`config.mk`:
```
export PLATFORM = sky130hd
export DESIGN_NAME = softmax_max_sub
export DESIGN_NICKNAME = d
export VERILOG_FILES = /design/src/rtl/softmax_max_sub.sv
export SDC_FILE = /design/constraint.sdc
export NUM_CORES = 1
export LEC_CHECK = 0
export ABC_AREA = 1
export CORE_ASPECT_RATIO = 2
export CORE_MARGIN = 2
export CORE_UTILIZATION = 42
export DETAILED_ROUTE_END_ITERATION = 6
export PLACE_DENSITY = 0.69
export SYNTH_ARGS = -nofsm -noshare
export SYNTH_HDL_FRONTEND = slang
export SYNTH_SLANG_ARGS = --single-unit
export TNS_END_PERCENT = 10
```
`constraint.sdc`:
```
create_clock -name clk -period 2.6 [get_ports clk]
set_clock_uncertainty 0.2 [all_clocks]
set_input_delay 0.52 -clock clk [delete_from_list [all_inputs] [get_ports clk]]
set_output_delay 0.52 -clock clk [all_outputs]
set_load 0.02 [all_outputs]
```
`src/rtl/softmax_max_sub.sv`:
```
// Two-pass softmax front end: scans a FIFO-held vector for its signed maximum,
// then rewinds the FIFO and streams out (element - max) at one extra bit of width.
module softmax_max_sub #(
   parameter int DATA_WIDTH = 16,
   parameter int VEC_LEN    = 7,
   parameter int CNT_WIDTH  = 3
) (
   input  logic                         clk,
   input  logic                         rst,
   input  logic                         start,
   input  logic signed [DATA_WIDTH-1:0] data_in_fifo,
   output logic                         rd_en,
   output logic                         rd_inc,
   output logic                         rd_clr,
   output logic                         busy,
   output logic signed [DATA_WIDTH-1:0] max_val,
   output logic signed [DATA_WIDTH:0]   diff_out,
   output logic                         diff_valid,
   output logic                         done
);

   typedef enum logic [2:0] {
      IDLE,
      REWIND1,
      SCAN,
      DRAIN1,
      REWIND2,
      SUB,
      DRAIN2,
      DONE
   } state_t;

   localparam logic signed [DATA_WIDTH-1:0] MOST_NEG = {1'b1, {(DATA_WIDTH-1){1'b0}}};
   localparam logic [CNT_WIDTH-1:0]         LAST_CNT = CNT_WIDTH'(VEC_LEN - 1);

   // One extra bit keeps max-to-min differences exact without wrapping.
   function automatic logic signed [DATA_WIDTH:0] sub_wide(
      input logic signed [DATA_WIDTH-1:0] a,
      input logic signed [DATA_WIDTH-1:0] b
   );
      return {a[DATA_WIDTH-1], a} - {b[DATA_WIDTH-1], b};
   endfunction

   function automatic logic is_greater(
      input logic signed [DATA_WIDTH-1:0] a,
      input logic signed [DATA_WIDTH-1:0] b
   );
      return a > b;
   endfunction

   state_t                         state_q, state_d;
   logic [CNT_WIDTH-1:0]           cnt_q, cnt_d;
   logic                           vld_p1_q, vld_p1_d;
   logic signed [DATA_WIDTH-1:0]   max_q, max_d;
   logic signed [DATA_WIDTH:0]     diff_p2_q, diff_p2_d;
   logic                           vld_p2_q, vld_p2_d;
   logic                           scan_phase;
   logic                           sub_phase;

   always_comb begin
      rd_en  = (state_q == SCAN) || (state_q == SUB);
      rd_inc = rd_en;
      rd_clr = (state_q == REWIND1) || (state_q == REWIND2);
      busy   = (state_q != IDLE);
      done   = (state_q == DONE);
   end

   always_comb begin
      state_d = state_q;
      cnt_d   = cnt_q;
      case (state_q)
         IDLE: begin
            if (start) state_d = REWIND1;
         end
         REWIND1: begin
            cnt_d   = '0;
            state_d = SCAN;
         end
         SCAN: begin
            if (cnt_q == LAST_CNT) begin
               cnt_d   = '0;
               state_d = DRAIN1;
            end else begin
               cnt_d = cnt_q + CNT_WIDTH'(1);
            end
         end
         DRAIN1:  state_d = REWIND2;
         REWIND2: begin
            cnt_d   = '0;
            state_d = SUB;
         end
         SUB: begin
            if (cnt_q == LAST_CNT) begin
               cnt_d   = '0;
               state_d = DRAIN2;
            end else begin
               cnt_d = cnt_q + CNT_WIDTH'(1);
            end
         end
         DRAIN2:  state_d = DONE;
         DONE:    state_d = IDLE;
         default: state_d = IDLE;
      endcase
   end

   // Stage p1: FIFO data lands one cycle after rd_en; vld_p1 qualifies it.
   always_comb begin
      scan_phase = (state_q == SCAN) || (state_q == DRAIN1);
      sub_phase  = (state_q == SUB) || (state_q == DRAIN2);
      vld_p1_d   = rd_en;
      max_d      = max_q;
      if (state_q == REWIND1) begin
         max_d = MOST_NEG;
      end else if (scan_phase && vld_p1_q && is_greater(data_in_fifo, max_q)) begin
         max_d = data_in_fifo;
      end
   end

   // Stage p2: registered difference and its qualifier.
   always_comb begin
      diff_p2_d = diff_p2_q;
      vld_p2_d  = 1'b0;
      if (sub_phase && vld_p1_q) begin
         diff_p2_d = sub_wide(data_in_fifo, max_q);
         vld_p2_d  = 1'b1;
      end
   end

   always_ff @(posedge clk) begin
      if (rst) begin
         state_q   <= IDLE;
         cnt_q     <= '0;
         vld_p1_q  <= 1'b0;
         max_q     <= '0;
         diff_p2_q <= '0;
         vld_p2_q  <= 1'b0;
      end else begin
         state_q   <= state_d;
         cnt_q     <= cnt_d;
         vld_p1_q  <= vld_p1_d;
         max_q     <= max_d;
         diff_p2_q <= diff_p2_d;
         vld_p2_q  <= vld_p2_d;
      end
   end

   assign max_val    = max_q;
   assign diff_out   = diff_p2_q;
   assign diff_valid = vld_p2_q;

endmodule
```
[After elaboration in Yosys (flattened, before gate mapping)]
Index checks and enable logic that the tools add are counted.
Widths: inputs -> output; s select.
Word-level totals
  output and inout bits: 39
  word-level logic and storage cells: 45
  register bits after elaboration: 41
  bits of input ports: 19
Cells by class
  equality and inequality tests: 11
  $add $sub $neg: 2
  order comparisons: 1
  reductions and logical operators: 15
  muxes and demuxes: 9
Operators with widths (count)
  $mux 16: 2
  $pmux 3 s8: 1
  $sub 16x16->17: 1
  $gt 16x16->1: 1
  $eq 3x3->1 const B: 5
  $mux 3: 4
  $eq 3x2->1 const B: 2
  $pmux 3 s2: 1
  $reduce_or 2->1: 3
  $logic_or 1x1->1: 4
  $ne 2x2->1 const B: 2
  $reduce_bool 2->1: 2
  $add 3x1->3 const B: 1
  $eq 3x1->1 const B: 1
  $logic_and 1x1->1: 3
  $logic_not 3->1: 1
  $reduce_and 3->1: 1
  $reduce_bool 3->1: 1
  $ne 2x1->1 const B: 1
  $mux 1: 1

[Logic depth before layout (Yosys ltp)]
  word-level depth: 6
  mapped depth: 16
  gate-level depth less buffers: 16

[Worst setup path after synthesis]
No wires, ideal clock.
  path kind: input -> register
  start: input port data_in_fifo[0]
  end: register diff_p2_q[12] (netlist: diff_out[12])
  cell stages on the path: 11
  path buffers: 0
  data arrival time: 2.069 ns
  slack: 0.222 ns
  data required time: 2.291 ns
  library setup time: 0.109 ns
  cell sequence: inv_1 > ha_1 > fa_1 > o21ai_0 > a21oi_1 > o21bai_1 > nand2_1 > nand3_1 > nand3_1 > nand2_1 > inv_1
On the way
  cells in the longest elaborated chain, start to end: 1
Ends and longest elaborated chain
  start, declared: RTL line 11  | input logic signed [DATA_WIDTH-1:0] data_in_fifo,
  $sub 16x16->17: RTL line 41  | return {a[DATA_WIDTH-1], a} - {b[DATA_WIDTH-1], b};
  end signal, assigned: RTL line 142  | diff_p2_q <= diff_p2_d;
  end, declared: RTL line 55  | logic signed [DATA_WIDTH:0] diff_p2_q, diff_p2_d;
No other way between the ends.
A chain may end at the register's enable or synchronous reset.

[Worst setup path in the final report]
Ends and elaborated chain as after synthesis.

==> flow_summary_export.csv <==
group,metric,value,unit
power_and_ir_drop,p_per_area,582.2,mW/mm²
global_route,grt_pass1_wl,10670,µm
route,drtAntennaViolNets,0,
cts,clock-sinks,41,
place,numPortBuffers,57,
timing,min_period_over_period,98.98,%
synthesis,yosysSeqAreaShare,32.19,%
synthesis,postSynthCellCount,369,
power_and_ir_drop,leakage,1.736,nW
global_route,grt.overflow.total,0,
floorplan,rows,40,
cells_and_area,finalNetCount,516,
timing,slew_headroom,40.32,%
cts,cts_tree,"built",
global_route,grt_antenna_before_repair,0,
timing,drv_slew,0,
route,vias,2686,
synthesis,yosysUniqueCellTypes,35,
place,place_ws,-0.4414,ns
worst_setup_path,setup.worst_path.class,"in -> reg",
place,placed_area,0.003535,mm²
synthesis,syn_area_per_cell,6.910,µm²
worst_setup_path,start_kind,"input port",
synthesis,synthesis.nets,406,
cts,ctsHoldBuffers,0,
floorplan,start_util,42.82,%
global_route,grt_max_degree,18,
route,wl_per_cell,12.51,µm
power_and_ir_drop,clock_power_share,32.3,%
timing,rsz0062_at_grt,"true",
timing,worstMarginPinSlew,0.8884,ns
place,dp_cells,533,
power_and_ir_drop,pwr-share-comb,36.1,%
route,drc,0,
timing,period_needed,2.573,ns
cells_and_area,multi_input_area,0.001539,mm²
cells_and_area,diodes,0,
power_and_ir_drop,p_sw,0.0007366,W
cts,path_clk_slew,0.06,ns
power_and_ir_drop,swShare,32.91,%
global_route,globalRouteTotalUtil,19.94,%
cts,cts_max_level,2,
worst_setup_path,crit_fanout,3,
worst_setup_path,endpoint_kind,"flip-flop",
job,max-cap-violations,0,
power_and_ir_drop,pwr-share-seq,31.5,%
route,dr.pass1.iters,4,
cts,cts_root_buffer,"clkbuf_16",
place,gp_congestion,0.8529,
worst_setup_path,worst_ep_required_time,2.58,ns
global_route,grt_pass1_vias,2550,
cts,clk_latency,0.28,ns
floorplan,die_w,59.10,µm
cells_and_area,regArea,820.8,µm²
min_path,worstHoldPathType,"reg -> reg",
timing,setup_viol,0,
timing,finalWorstSetupSlack,0.02665,ns
floorplan,die_h,114.2,µm
worst_setup_path,critPathArrivalTime,2.56,ns
cells_and_area,drive_gt1_share,20.83,%
outcome,outcome,"finished clean",
floorplan,boundaryPins,58,
power_and_ir_drop,power.internal,0.001502,W
cts,clock_path_buffers,2,
floorplan,die_area,0.006748,mm²
synthesis,ys_ff_latch,41,
cts,cts_buffers,5,
cells_and_area,synthToLayoutAreaGrowth,50.79,%
cells_and_area,utilization,64.56,%
timing,final-hold-violation-count,0,
route,drt_iter0_drc,97,
cells_and_area,fin_cells,543,
route,viasPerCell,4.947,
route,drt-total-wl,6792,µm
timing,tns,0,ns
power_and_ir_drop,peakVddDrop,0.3951,mV
cells_and_area,postLayoutCellArea,0.003845,mm²
floorplan,coreArea,0.005956,mm²
synthesis,yosys_warnings,0,
cells_and_area,n_fill_cell,512,
place,dp_hpwl,5145,µm
synthesis,syn_area,0.002550,mm²
timing,fmax,388.6,MHz
## critical path: stages
cell and delay (ns):
clkdlybuf4s50_1 0.48, inv_1 0.05, ha_1 0.22, fa_2 0.37, o21ai_2 0.18, a21oi_1 0.13
o21bai_2 0.20, nand2_1 0.10, nand3_1 0.08, nand3_1 0.09, nand2_1 0.09, inv_1 0.04
## cell families (layout without fill, tap and decap cells)
kind of cell / count (synthesis) / in the layout / synth area share (%)
simple gates: 155 / 157 / 27.43
buf+inv: 73 / 182 / 12.12
compound gates: 71 / 71 / 15.36
flops: 41 / 41 / 32.19
fa+ha+maj: 18 / 18 / 9.126
xor+xnor: 11 / 11 / 3.779
## power by group through the flow
| stage | logic, W | clock network [W] | registers, W |
|---|---|---|---|
| after detailed placement | 0.000751 | 0 | 0.000718 |
| after CTS | 0.000761 | 0.000736 | 0.000705 |
| after global placement | 0.000739 | 0 | 0.000718 |
| after floorplan | 0.000445 | 0 | 0.000726 |
| after global routing | 0.000892 | 0.000765 | 0.000713 |
| final | 0.000809 | 0.000724 | 0.000706 |
## sequential cells by signal, indices dropped and copies added (netlist names)
register    flops
diff_out       17
state_q         3
diff_valid      1
cnt_q           3
max_val        16
vld_p1_q        1
## per-layer routing
layer  global-route usage, %  share of wire [%]  routed length [µm]
met1                   20.37                 38                2548
met5                       0                  0                   0
met4                   9.091                3.9                 265
met2                   37.56                 55                3755
met3                   3.164                3.3                 222
## layout by cell type (no fill, tap or decap), drive strengths merged, types with 2 or more instances in the layout
cell,netlist,final
xor2,8,8
o21ai,38,38
ha,17,17
clkbuf,4,6
clkinv,1,2
o211ai,2,2
dfxtp,41,41
buf,6,54
a211oi,2,2
nand3,19,21
a21o,3,3
a21oi,19,19
xnor2,3,3
clkdlybuf4s50,0,55
a31oi,3,3
dlymetal6s2s,0,2
o21bai,2,2
inv,62,61
nor4,2,2
nor3,2,2
nor2,70,70
nand2,61,61
## final timing paths
path	start	end	slack, ns	cells past startpoint
min	diff_out[7]	diff_out[7]	0.30	2
max reg2reg	max_val[15]	max_val[0]	0.32	9
max	data_in_fifo[0]	diff_out[12]	0.03	12
min reg2reg	diff_out[7]	diff_out[7]	0.30	2
## cell type report
class | instances | area share (%)
Clock buffer | 6 | 3.612
Timing Repair Buffer | 111 | 25.51
Inverter | 63 | 6.476
Clock inverter | 2 | 0.9762
Multi-Input combinational cell | 257 | 40.03
Sequential cell | 41 | 21.35
Tap cell | 63 | 2.050
## cell usage after synthesis (all sizes together)
cell     n  area, µm²
dfxtp   41      820.8
a21o     3      22.52
nand3   19      117.6
buf      6      55.05
a211oi   2      15.01
inv     62      235.2
clkbuf   4      15.01
o21bai   2      15.01
nor2    70      292.8
o21ai   38      190.2
nand4    1      6.260
nor3     2      10.01
nand2   61      239.0
fa       1      20.02
a21oi   19      98.85
a22oi    1      7.510
ha      17      212.7
nor4     2      33.78
xor2     8      70.07
clkinv   1      3.750
xnor2    3      26.28
o32ai    1      8.760
a31oi    3      18.77
o211ai   2      15.01
## timing repair
action | in CTS | in global routing
endpoints found under the setup margin | 21 | 18
resized for setup | 7 | 16
buffers inserted | 0 | 0
gates cloned | 0 | 2
pin swaps | 1 | 1
## metrics by stage
stage	power [W]	hold WS [ns]
2_1_floorplan	0.001171	0.2465
3_3_place_gp	0.001457	0.2596
3_5_place_dp	0.001469	0.2873
4_1_cts	0.002202	0.2981
5_1_grt	0.002370	0.3234
6_report	0.002239	0.3002
No activity file was read; power rests on OpenSTA's default activity.
